$ cat src/rtl/mem_stage_ctrl.sv
// Memory-stage controller: ALU passthrough to MEM/WB, req/ack data-memory port for loads/stores.
// Optional bounded wait for memAck enabled by defining MEM_TIMEOUT_EN.
module mem_stage_ctrl #(
  parameter int unsigned ADDR_W      = 32,
  parameter int unsigned DATA_W      = 32,
  parameter int unsigned TIMEOUT_CYC = 64
) (
  input  logic              clk,
  input  logic              reset,
  input  logic              exRegWrEn,
  input  logic [1:0]        exMulSel,
  input  logic [31:0]       exAluOut,
  input  logic [31:0]       exData2Out,
  input  logic [31:0]       exPC,
  input  logic              exIsLoad,
  input  logic              exIsStore,
  output logic              stall,
  output logic              memReq,
  output logic              memWe,
  output logic [ADDR_W-1:0] memAddr,
  output logic [DATA_W-1:0] memWdata,
  input  logic              memAck,
  input  logic [DATA_W-1:0] memRdata,
  output logic              wbRegWrEn,
  output logic [1:0]        wbMulSel,
  output logic [31:0]       wbData,
  output logic [31:0]       wbPC,
  output logic              wbIsLoad,
  output logic              misalignErr,
  output logic              timeoutErr
);

  typedef enum logic {IDLE, BUSY} state_t;

  state_t state, state_nxt;
  logic   mem_op;
  logic   misalign;
  logic   timeout;

  assign mem_op   = exIsLoad | exIsStore;
  assign misalign = mem_op && (exAluOut[1:0] != 2'b00);

`ifdef MEM_TIMEOUT_EN
  localparam int unsigned CNT_W = $clog2(TIMEOUT_CYC) + 1;
  logic [CNT_W-1:0] wait_cnt;

  // Held at zero in IDLE, so it is already clear on entry to BUSY.
  always_ff @(posedge clk) begin
    if (reset || state == IDLE)
      wait_cnt <= '0;
    else if (!memAck)
      wait_cnt <= wait_cnt + 1'b1;
  end

  assign timeout = (state == BUSY) && !memAck && (wait_cnt == CNT_W'(TIMEOUT_CYC - 1));
`else
  assign timeout = 1'b0;
`endif

  always_comb begin
    state_nxt = state;
    stall     = 1'b0;
    case (state)
      IDLE: begin
        if (mem_op && !misalign) begin
          stall     = 1'b1;
          state_nxt = BUSY;
        end
      end
      BUSY: begin
        if (memAck || timeout)
          state_nxt = IDLE;
        else
          stall = 1'b1;
      end
      default: state_nxt = IDLE;
    endcase
  end

  always_ff @(posedge clk) begin
    if (reset) begin
      state       <= IDLE;
      memReq      <= 1'b0;
      memWe       <= 1'b0;
      memAddr     <= '0;
      memWdata    <= '0;
      wbRegWrEn   <= 1'b0;
      wbMulSel    <= '0;
      wbData      <= '0;
      wbPC        <= '0;
      wbIsLoad    <= 1'b0;
      misalignErr <= 1'b0;
      timeoutErr  <= 1'b0;
    end else begin
      state <= state_nxt;
      case (state)
        IDLE: begin
          if (!mem_op) begin
            wbRegWrEn <= exRegWrEn;
            wbMulSel  <= exMulSel;
            wbData    <= exAluOut;
            wbPC      <= exPC;
            wbIsLoad  <= 1'b0;
          end else if (misalign) begin
            wbRegWrEn   <= 1'b0;
            wbPC        <= exPC;
            misalignErr <= 1'b1;
          end else begin
            memReq    <= 1'b1;
            memWe     <= exIsStore & ~exIsLoad;
            memAddr   <= exAluOut[ADDR_W-1:0];
            memWdata  <= DATA_W'(exData2Out);
            wbRegWrEn <= 1'b0;
          end
        end
        BUSY: begin
          if (memAck) begin
            memReq    <= 1'b0;
            wbRegWrEn <= exRegWrEn & exIsLoad;
            wbMulSel  <= exMulSel;
            wbPC      <= exPC;
            wbData    <= exIsLoad ? 32'(memRdata) : exAluOut;
            wbIsLoad  <= exIsLoad;
          end else begin
            wbRegWrEn <= 1'b0;
            if (timeout) begin
              memReq     <= 1'b0;
              timeoutErr <= 1'b1;
            end
          end
        end
        default: ;
      endcase
    end
  end

endmodule
$ cat config.mk
export PLATFORM = sky130hd
export DESIGN_NAME = mem_stage_ctrl
export DESIGN_NICKNAME = d
export VERILOG_FILES = /design/src/rtl/mem_stage_ctrl.sv
export SDC_FILE = /design/constraint.sdc
export NUM_CORES = 1
export LEC_CHECK = 0
export CORE_MARGIN = 4
export CORE_UTILIZATION = 44
export CTS_CLUSTER_DIAMETER = 50
export CTS_CLUSTER_SIZE = 14
export DETAILED_ROUTE_END_ITERATION = 8
export GPL_TIMING_DRIVEN = 0
export PLACE_DENSITY = 0.93
export SETUP_SLACK_MARGIN = 0.02
export SLEW_MARGIN = 25
export SYNTH_ARGS = -nofsm -noshare
export SYNTH_HDL_FRONTEND = slang
export SYNTH_SLANG_ARGS = --single-unit
$ cat constraint.sdc
create_clock -name clk -period 1.8 [get_ports clk]
set_clock_uncertainty 0.1 [all_clocks]
set_input_delay 0.45 -clock clk [delete_from_list [all_inputs] [get_ports clk]]
set_output_delay 0.45 -clock clk [all_outputs]
set_load 0.005 [all_outputs]
After elaboration in Yosys (flattened, before gate mapping)
Cells that the tools add are included.
Word-level totals
  register bits: 136
  logic and storage cells: 55
  input bits: 136
  output and inout bits: 137
Cells by class
  reduce and logical (&&, ||, !) cells: 9
  eq/ne operators: 5
  bitwise gates (word level): 6
  multiplexer cells: 24
Operators by type and width (number)
  32-bit 2-to-1 mux: 6
  32-bit one-hot mux with 2 select lines: 2
  1-bit 2-to-1 mux: 9
  3-bit AND reduction: 3
  2-bit != test (second input constant): 4
  1-bit one-hot mux with 2 select lines: 4
  2-bit 2-to-1 mux: 2
  2-bit one-hot mux with 2 select lines: 1
  2-bit AND reduction: 2
  3-bit != test (second input constant): 1
  1-bit inverter: 3
  1-bit AND: 2
  1-bit logical AND: 2
  2-bit nonzero test: 1
  1-bit zero test: 1
  1-bit bitwise OR: 1

Depth between registers and ports, before layout
Gate-level depths: netlist of the first run.
  depth in word-level cells: 6
  depth in mapped cells: 6
  depth with buffers taken out: 3

Least setup slack after synthesis of the first run
Ideal clock, no wire load.
  kind: input port to output port
  start: input port exIsLoad
  end: output port stall
  buffers on the path: 2
  arrival time: 1.153 ns
  slack: 0.097 ns
  cell stages on the path: 5
  data required time: 1.250 ns
  path through: or2_2 > clkbuf_2 > buf_2 > nand2_1 > nand2_1
On the way
  longest elaborated chain between the ends: 6
RTL lines
  start, declared: line 15  | input logic exIsLoad,
  1-bit bitwise OR *: line 40  | assign mem_op = exIsLoad | exIsStore;
  1-bit logical AND: line 41  | assign misalign = mem_op && (exAluOut[1:0] != 2'b00);
  1-bit zero test: line 65  | if (mem_op && !misalign) begin
  1-bit logical AND *: line 65
  1-bit 2-to-1 mux *: line 65
  1-bit one-hot mux with 2 select lines *: line 63  | case (state)
  end, declared: line 17  | output logic stall,
Mark *: on every way between the ends. The rest lies on a longest branch, timed or not.

Worst setup path after layout of the first run
  start: input port exIsStore
  end: output port stall
On the way
  longest elaborated chain between the ends: 6
RTL lines
  start, declared: line 16  | input logic exIsStore,
  1-bit bitwise OR *: line 40
  1-bit logical AND: line 41
  1-bit zero test: line 65
  1-bit logical AND *: line 65
  1-bit 2-to-1 mux *: line 65
  1-bit one-hot mux with 2 select lines *: line 63
Marks and branches as above.

==> results of run 1 <==
stage by stage:
step	instances	total power [W]	utilization [%]	worst slack, ns	hold WS, ns
2_1_floorplan	785	0.00408	-	0.0972	0.353
3_3_place_gp	1243	0.00498	64.2	-1.22	0.345
3_5_place_dp	1243	0.00501	64.2	-1.20	0.357
4_1_cts	1278	0.00838	67.9	-0.158	0.306
5_1_grt	1278	0.00866	68.0	-0.0478	0.257
6_report	1278	0.00839	68.0	-0.00140	0.227
sequential cells by signal, summed over array words and instances, names as in the netlist:
signal,flops
memAddr,32
memReq,1
memWdata,32
memWe,1
misalignErr,1
state,1
wbData,32
wbIsLoad,1
wbMulSel,2
wbPC,32
wbRegWrEn,1
repair_timing:
item                                    in CTS  in global routing
buffers inserted                             6                  1
resized for setup                          199                 34
hold buffers                                 0                  0
pin swaps                                    4                  1
endpoints found under the setup margin     263                116
cell families (layout without fill, tap and decap cells):
group	Yosys count	after routing
compound gates	231	231
buf+inv	105	410
flops	136	136
mux	32	32
other cells	1	1
simple gates	280	280
area by class of cell:
class                           count  area [um^2]
Fill cell                        1199         4860
Multi-Input combinational cell    544         3650
Sequential cell                   136         2750
Timing Repair Buffer              277         2570
Buffer                            102          544
Clock buffer                       24          502
Tap cell                          188          235
Clock inverter                      7         91.3
power breakdown:
| part | switching [W] | total (W) | internal [W] |
|---|---|---|---|
| Sequential | 0.000115 | 0.00333 | 0.00321 |
| Clock | 0.00129 | 0.00350 | 0.00221 |
| Combinational | 0.000785 | 0.00156 | 0.000775 |
| Total | 0.00219 | 0.00839 | 0.00620 |
synthesized netlist by cell type, types with 2 or more instances:
library cell,count
a21oi_1,69
a221oi_1,6
a221oi_2,26
a32oi_1,32
and2_1,33
buf_2,25
buf_4,5
buf_6,6
clkbuf_1,68
dfxtp_1,136
mux2i_1,32
nand2_1,5
nand2_2,2
nand2b_1,2
nand3_1,129
nor2_1,35
nor3_1,4
nor3b_1,66
o21ai_0,34
o31ai_1,62
or2_2,2
layer usage:
| layer | wire (um) | part of all wire, % |
|---|---|---|
| met5 | 0 | 0 |
| met4 | 1020 | 3.9 |
| met3 | 2340 | 8.9 |
| met2 | 12500 | 48 |
| met1 | 10300 | 39 |
worst min path at each step:
stage | start | end | depth (start not counted)
final | exIsLoad | memWe | 2
after global placement | memReq | memReq | 2
after CTS | exIsLoad | memWe | 2
after global routing | exIsLoad | memWe | 2
after floorplan | memReq | memReq | 2
after detailed placement | wbIsLoad | wbIsLoad | 2
==> reports/qor.yml, run 1 <==
cts_tree: "yes"
start_kind: "input pin"
required_ns: 1.25
ios: 273
slew_headroom_pct: 49.4
final_cell_mix: "135 x dlygate4sd2_1, 129 x nand3_1, 129 x clkdlybuf4s50_1, 115 x dfxtp_1, 69 x a21oi_1"
path_depth: 6
drc: 0
dr.pass1.iters: 5
netlist_instances: 785
grt_pass1_vias: 7476
finalHoldViolCount: 0
die_x_um: 133
core_area_um2: 15200
antenna_found_initial: 0
first_iter_violations: 785
ys_seq_area_share_pct: 39.9
critical_path_class: "input pin to primary output"
use_met3_pct: 6.96
yosys-top-cells-area: "dfxtp_1 40%, nand3_1 9.5%, nor3b_1 7.3%"
num_vias: 7716
cp-endpoint: "stall"
synthesis.area_um2: 6830
cts-root-buf: "clkbuf_16"
grt_pass1_wl_mm: 40.7
fmax_mhz: 555
critPathLaunch: "exIsStore"
gp_congestion: 0.868
synth_edf_count: 0
rsz0062_at_grt: "yes"
r2r_slack_ns: 0.09
overflow: 0
violations: "negative setup slack"
power_per_cell_area_nw_per_um2: 811
wl_mm: 26.1
grt_util_all_layers_pct: 28.6
ir_drop_uv: 636
clk_latency_ns: 0.42
status: "finished with violations"
cp_top_family: "simple AND/OR/NAND/NOR gates"
path_buf_inv: 3
row_count: 45
reg2regPathDepth: 6
area_growth_syn_to_layout_pct: 51.5
ys_ff_latch: 136
fin_ws_ns: -0.00140
fp.dieArea_um2: 17600
crit_path_end_kind: "primary output"
place_hpwl_mm: 18.6
cts_made_buffers: 17
setup_viol_count_final: 1
synth_compound_area_share_pct: 25.2
netlist.area_leader.share_pct: 39.9
arrival_ns: 1.25
synth_simple_gate_area_share_pct: 23.0
cts_max_path_buffers: 2
drtAntennaViolNets: 0
finalMaxSlewViolations: 0
synthArstFlopShare_pct: 0
nNetsFinal: 1214
synth_cell_types: 27
r2r-end: "wbData[25]"
start_util_pct: 44.9
htreeDepth: 4
hp-class: "input pin to flip-flop"
busiest_layer: "met2"
synth_flop_cell: "dfxtp_1"
maxCapViolCount: 0
die_h_um: 133
fin_tns_setup_ns: -0.00140
fin_crit_sh_pct: 100
muxShareOfSynthArea_pct: 4.69
crit_chain: "clkbuf_2 -> or2_4 -> buf_8 -> nand2_4 -> nand2_2 -> buf_6"
clk_pin_slew_ns: 0.06
syn_nets: 921
use_met2_pct: 46.6
synth_top_family_by_area: "compound AO/OA/AOI/OAI gates"
cp_slowest_stage_delay_ns: 0.28
synth_warnings: 0
vias_per_cell: 6.04
antennaDiodeCount: 0
wire_per_inst_um: 20.5
synth_top_cell_by_area: "dfxtp_1"
final_common_cell: "dlygate4sd2_1"
worst_pin_slew_ns: 0.758
yosys.area_share.xor_xnor_pct: 0
met1_usage_pct: 35.9
timing.final.crit_period_ns: 1.80
cts_num_sinks: 136
p_leak_nw: 4.48
crit_fanout: 10
syn_area_per_cell_um2: 8.70
portBuffers: 270
final_cell_area_um2: 10300
cpMaxStageDelayCell: "or2_4"
worstReg2RegStart: "state"
drive_above_1_share_pct: 14.4
place_area_um2: 9760
grt_max_degree: 17
synthAdderAreaFrac_pct: 0
(Power assumes the default switching activity.)
==> run 2: changes to the inputs <==
- RECOVER_POWER: not set -> 25
==> reports/qor.yml, run 2 (same netlist as run 1, synthesis figures left out) <==
clkPwrFrac_pct: 41.7  # about the same
crit_path_end_kind: "primary output"
arrival_ns: 1.25  # about the same
seq_power_share_pct: 39.7  # about the same
switching_share_pct: 26.1  # about the same
reg2regPathDepth: 5  # -1
fin_crit_sh_pct: 100  # about the same
gp_congestion: 0.868  # unchanged
cts_tree: "yes"
setup_viol_count_final: 1  # unchanged
internal_power_w: 0.00619  # about the same
r2r_slack_ns: 0.09  # about the same
start_util_pct: 44.9  # unchanged
fp.dieArea_um2: 17600  # unchanged
drc: 0  # unchanged
ios: 273  # unchanged
violations: "negative setup slack"
hold-worst-slack_ns: 0.226  # -0.000684 ns
p_leak_nw: 4.47  # -0.11%
grt_max_degree: 17  # unchanged
dr.pass1.iters: 6  # +1
worst_pin_slew_ns: 0.758  # -0.000298 ns
wl_mm: 26.1  # -0.13%
critical_path_class: "input pin to primary output"
grt_pass1_wl_mm: 40.7  # unchanged
cts-root-buf: "clkbuf_16"
wire_per_inst_um: 20.4  # -0.13%
place_hpwl_mm: 18.6  # unchanged
core_area_um2: 15200  # unchanged
die_h_um: 133  # unchanged
cts_hold_buffers: 0  # unchanged
drive_above_1_share_pct: 13.9  # -0.55 points
start_kind: "input pin"
cts_num_sinks: 136  # unchanged
timing.final.crit_period_ns: 1.80  # -0.000450 ns
final_common_cell: "dlygate4sd2_1"
dp_cells: 1243  # unchanged
maxCapViolCount: 0  # unchanged
cts_made_buffers: 17  # unchanged
crit_fanout: 10  # unchanged
row_count: 45  # unchanged
clk_pin_slew_ns: 0.06  # about the same
overflow: 0  # unchanged
combPwrFrac_pct: 18.6  # about the same
rsz0062_at_grt: "yes"
portBuffers: 270  # unchanged
finalMaxSlewViolations: 0  # unchanged
fin_ws_ns: -0.000947  # +0.000450 ns
final_cell_area_um2: 10300  # about the same
grt_util_all_layers_pct: 28.6  # unchanged
fin_tns_setup_ns: -0.000947  # +0.000450 ns
slew_headroom_pct: 49.5  # about the same
num_vias: 7742  # +0.34%
place_area_um2: 9760  # unchanged
required_ns: 1.25  # about the same
status: "finished with violations"
ir_drop_uv: 636  # about the same
antenna_found_initial: 0  # unchanged
power_per_cell_area_nw_per_um2: 811  # about the same
first_iter_violations: 785  # unchanged
nNetsFinal: 1214  # unchanged
final_cell_mix: "135 x dlygate4sd2_1, 129 x nand3_1, 129 x clkdlybuf4s50_1, 120 x dfxtp_1, 69 x a21oi_1"
area_growth_syn_to_layout_pct: 51.4  # about the same
dp_slack_ns: -1.20  # unchanged
htreeDepth: 4  # unchanged
antennaDiodeCount: 0  # unchanged
finalHoldViolCount: 0  # unchanged
clk_latency_ns: 0.42  # about the same
cts_max_path_buffers: 2  # unchanged
layout.cells.non_filler: 1278  # unchanged
die_x_um: 133  # unchanged
vias_per_cell: 6.06  # +0.34%
hp-class: "input pin to flip-flop"
p_sw_w: 0.00219  # about the same
fmax_mhz: 555  # about the same
drtAntennaViolNets: 0  # unchanged
hold_depth: 2  # unchanged
grt_pass1_vias: 7476  # unchanged
[run 2: power groups by stage]
| stage | clock network (W) | registers (W) | logic, W |
|---|---|---|---|
| 4_1_cts | 0.00351 | 0.00332 | 0.00155 |
| 5_1_grt | 0.00364 | 0.00334 | 0.00168 |
| 2_1_floorplan | 0 | 0.00338 | 0.000695 |
| 3_5_place_dp | 0 | 0.00338 | 0.00163 |
| 6_report | 0.00350 | 0.00333 | 0.00156 |
| 3_3_place_gp | 0 | 0.00337 | 0.00160 |
[run 2: critical path, cell delays in order]
cell and delay (ns):
clkbuf_2 0.13, or2_4 0.28, buf_8 0.15, nand2_4 0.07, nand2_2 0.05, buf_6 0.11
[run 2: cell type report]
type | instances | area (um^2)
Buffer | 102 | 543
Clock buffer | 24 | 502
Clock inverter | 7 | 91.3
Fill cell | 1203 | 4870
Multi-Input combinational cell | 544 | 3650
Sequential cell | 136 | 2750
Tap cell | 188 | 235
Timing Repair Buffer | 277 | 2570
[run 2: timing repair]
| action | in CTS | in global routing |
|---|---|---|
| endpoints found under the hold margin | 0 | 0 |
| resized for setup | 199 | 34 |
| pin swaps | 4 | 1 |
| setup endpoints to repair | 263 | 116 |
| gates cloned | 0 | 0 |
| setup buffers | 6 | 1 |
[run 2: path summary, 6_finish.rpt]
| check | from | endpoint |
|---|---|---|
| min | exIsLoad | memWe |
| min reg2reg | wbIsLoad | wbIsLoad |
| max reg2reg | state | wbData[27] |
| max | exIsStore | stall |
[run 2: layer usage]
layer	wire, um	GRT usage [%]	up-vias	part of all wire (%)
li1	-	-	3528	-
met3	2300	6.96	89	8.8
met1	10300	35.9	3664	40
met2	12400	46.6	461	48
met4	1050	12.6	0	4.0
met5	0	0	-	0
[run 2: stage by stage]
stage | utilization, % | total power (W)
final | 68.0 | 0.00838
after detailed placement | 64.2 | 0.00501
after floorplan | - | 0.00408
after CTS | 67.9 | 0.00838
after global placement | 64.2 | 0.00498
after global routing | 68.0 | 0.00866
==> run 3: changes to the inputs <==
- CORE_MARGIN: 4 -> not set
==> reports/qor.yml, run 3 (same netlist as run 1, synthesis figures left out) <==
grt_util_all_layers_pct: 32.2  # +3.6 points
worstReg2RegStart: "state"
dp_cells: 1243  # unchanged
drive_above_1_share_pct: 15.7  # +1.8 points
layout.cells.non_filler: 1280  # +0.16%
area_growth_syn_to_layout_pct: 51.2
grt_max_degree: 17  # unchanged
rsz0062_at_grt: "yes"
crit_fanout: 4  # -6
grt_pass1_vias: 7653  # +2.4%
start_util_pct: 45.1  # +0.17 points
first_iter_violations: 696  # -11%
ir_drop_uv: 693  # +9.0%
crit_chain: "clkdlybuf4s15_2 -> nor3_4 -> buf_6 -> nand2_4 -> nand2_2 -> buf_6"
min_from: "exIsLoad"
htreeDepth: 4  # unchanged
arrival_ns: 1.28  # +0.03 ns
core_area_um2: 15100  # -0.37%
timing.final.crit_period_ns: 1.83  # +0.0253 ns
clk_latency_ns: 0.42  # about the same
cts_tree: "yes"
critical_path_class: "input pin to primary output"
p_leak_nw: 4.44  # -0.63%
dr.pass1.iters: 5  # -1
place_hpwl_mm: 18.2  # -2.2%
dp_slack_ns: -1.29  # -0.0878 ns
status: "finished with violations"
fmax_mhz: 548  # -1.4%
die_h_um: 127  # -4.5%
reg2regPathDepth: 6  # +1
finalHoldViolCount: 0  # unchanged
cp_slowest_stage_delay_ns: 0.26  # -0.02 ns
cp_common_cell: "buf_6"
nFillCells: 1215  # +1.0%
drc: 0  # unchanged
fp.dieArea_um2: 16000  # -8.8%
final_common_cell: "dlygate4sd2_1"
overflow: 0  # unchanged
grt_pass1_wl_mm: 40.6  # -0.24%
final_cell_mix: "135 x dlygate4sd2_1, 129 x nand3_1, 129 x clkdlybuf4s50_1, 102 x dfxtp_1, 69 x a21oi_1"
fin_crit_sh_pct: 101  # +1.4 points
cts_made_buffers: 17  # unchanged
drtAntennaViolNets: 0  # unchanged
cts-root-buf: "clkbuf_16"
fin_ws_ns: -0.0262  # -0.0253 ns
setup_viol_count_final: 1  # unchanged
cp_top_family: "buffers and inverters"
wl_mm: 26.0  # -0.25%
violations: "negative setup slack"
cts_hold_buffers: 0  # unchanged
ios: 273  # unchanged
gp_congestion: 0.893  # +2.9%
maxCapViolCount: 0  # unchanged
cts_num_sinks: 136  # unchanged
die_x_um: 127  # -4.5%
hp-class: "input pin to flip-flop"
vias_per_cell: 6.13  # +1.2%
antenna_found_initial: 1  # +1
path_depth: 6  # unchanged
start_kind: "input pin"
path_buf_inv: 3  # unchanged
portBuffers: 270  # unchanged
worst_pin_slew_ns: 0.778  # +0.0203 ns
num_vias: 7848  # +1.4%
cpMaxStageDelayCell: "clkdlybuf4s15_2"
power_per_cell_area_nw_per_um2: 792  # -2.3%
crit_path_end_kind: "primary output"
required_ns: 1.25  # about the same
slew_headroom_pct: 48.1  # -1.4 points
clk_pin_slew_ns: 0.05  # about the same
nNetsFinal: 1215  # +0.082%
finalMaxSlewViolations: 0  # unchanged
r2r_slack_ns: 0.12  # +0.03 ns
row_count: 45  # unchanged
hold_depth: 2  # unchanged
whs_endpoint: "memWe"
cts_max_path_buffers: 2  # unchanged
r2r-end: "wbData[24]"
wire_per_inst_um: 20.3  # -0.41%
## run 3: what timing repair did
item,in CTS,in global routing
setup buffers,7,2
endpoints found under the setup margin,267,86
endpoints found under the hold margin,0,0
resized for setup,213,28
pin swaps,4,3
## run 3: how the worst max path moves through the flow
stage	startpoint	end	slack (ns)
finish	exAluOut[0]	stall	-0.03
global route	exAluOut[0]	stall	-0.06
CTS	state	stall	-0.14
detailed placement	exIsLoad	stall	-1.29
global placement	exIsLoad	stall	-1.30
floorplan	exIsLoad	stall	0.1
## run 3: worst reg2reg max path, cell delays in order (launching register included)
cell      delay, ns
dfxtp_2        0.35
buf_4          0.15
or3_1          0.37
buf_6          0.17
nand2_4        0.13
buf_6          0.18
a221oi_2       0.08
## run 3: report_power, final
group          internal (W)  switching [W]  total (W)  leakage [nW]
sequential          0.00322       0.000118    0.00333          1.13
combinational      0.000775       0.000796    0.00157          3.05
clock               0.00196        0.00131    0.00328         0.270
total               0.00595        0.00223    0.00818          4.44
## run 3: metrics by stage
stage | TNS [ns] | hold WS (ns) | area, um^2 | util (%) | power (W)
2_1_floorplan | 0 | 0.353 | 6830 | - | 0.00408
3_3_place_gp | -105.53 | 0.342 | 9760 | 64.5 | 0.00498
3_5_place_dp | -103.16 | 0.354 | 9760 | 64.5 | 0.00501
4_1_cts | -0.136 | 0.288 | 10300 | 68.0 | 0.00815
5_1_grt | -0.0577 | 0.314 | 10300 | 68.2 | 0.00847
6_report | -0.0262 | 0.305 | 10300 | 68.2 | 0.00818
## run 3: cell type report
cell class	instances	area (um^2)	area share [%]
Clock inverter	7	42.5	0.412
Sequential cell	136	2770	26.8
Timing Repair Buffer	279	2590	25.1
Clock buffer	24	512	4.96
Buffer	101	517	5.01
Tap cell	188	235	2.28
Multi-Input combinational cell	544	3650	35.4
Antenna cell	1	2.50	0.0242
## run 3: routing by layer
layer	part of all wire [%]	GRT usage, %
met1	39	38.0
met2	48	55.5
met3	9.1	7.47
met4	3.7	14.7
met5	0	0
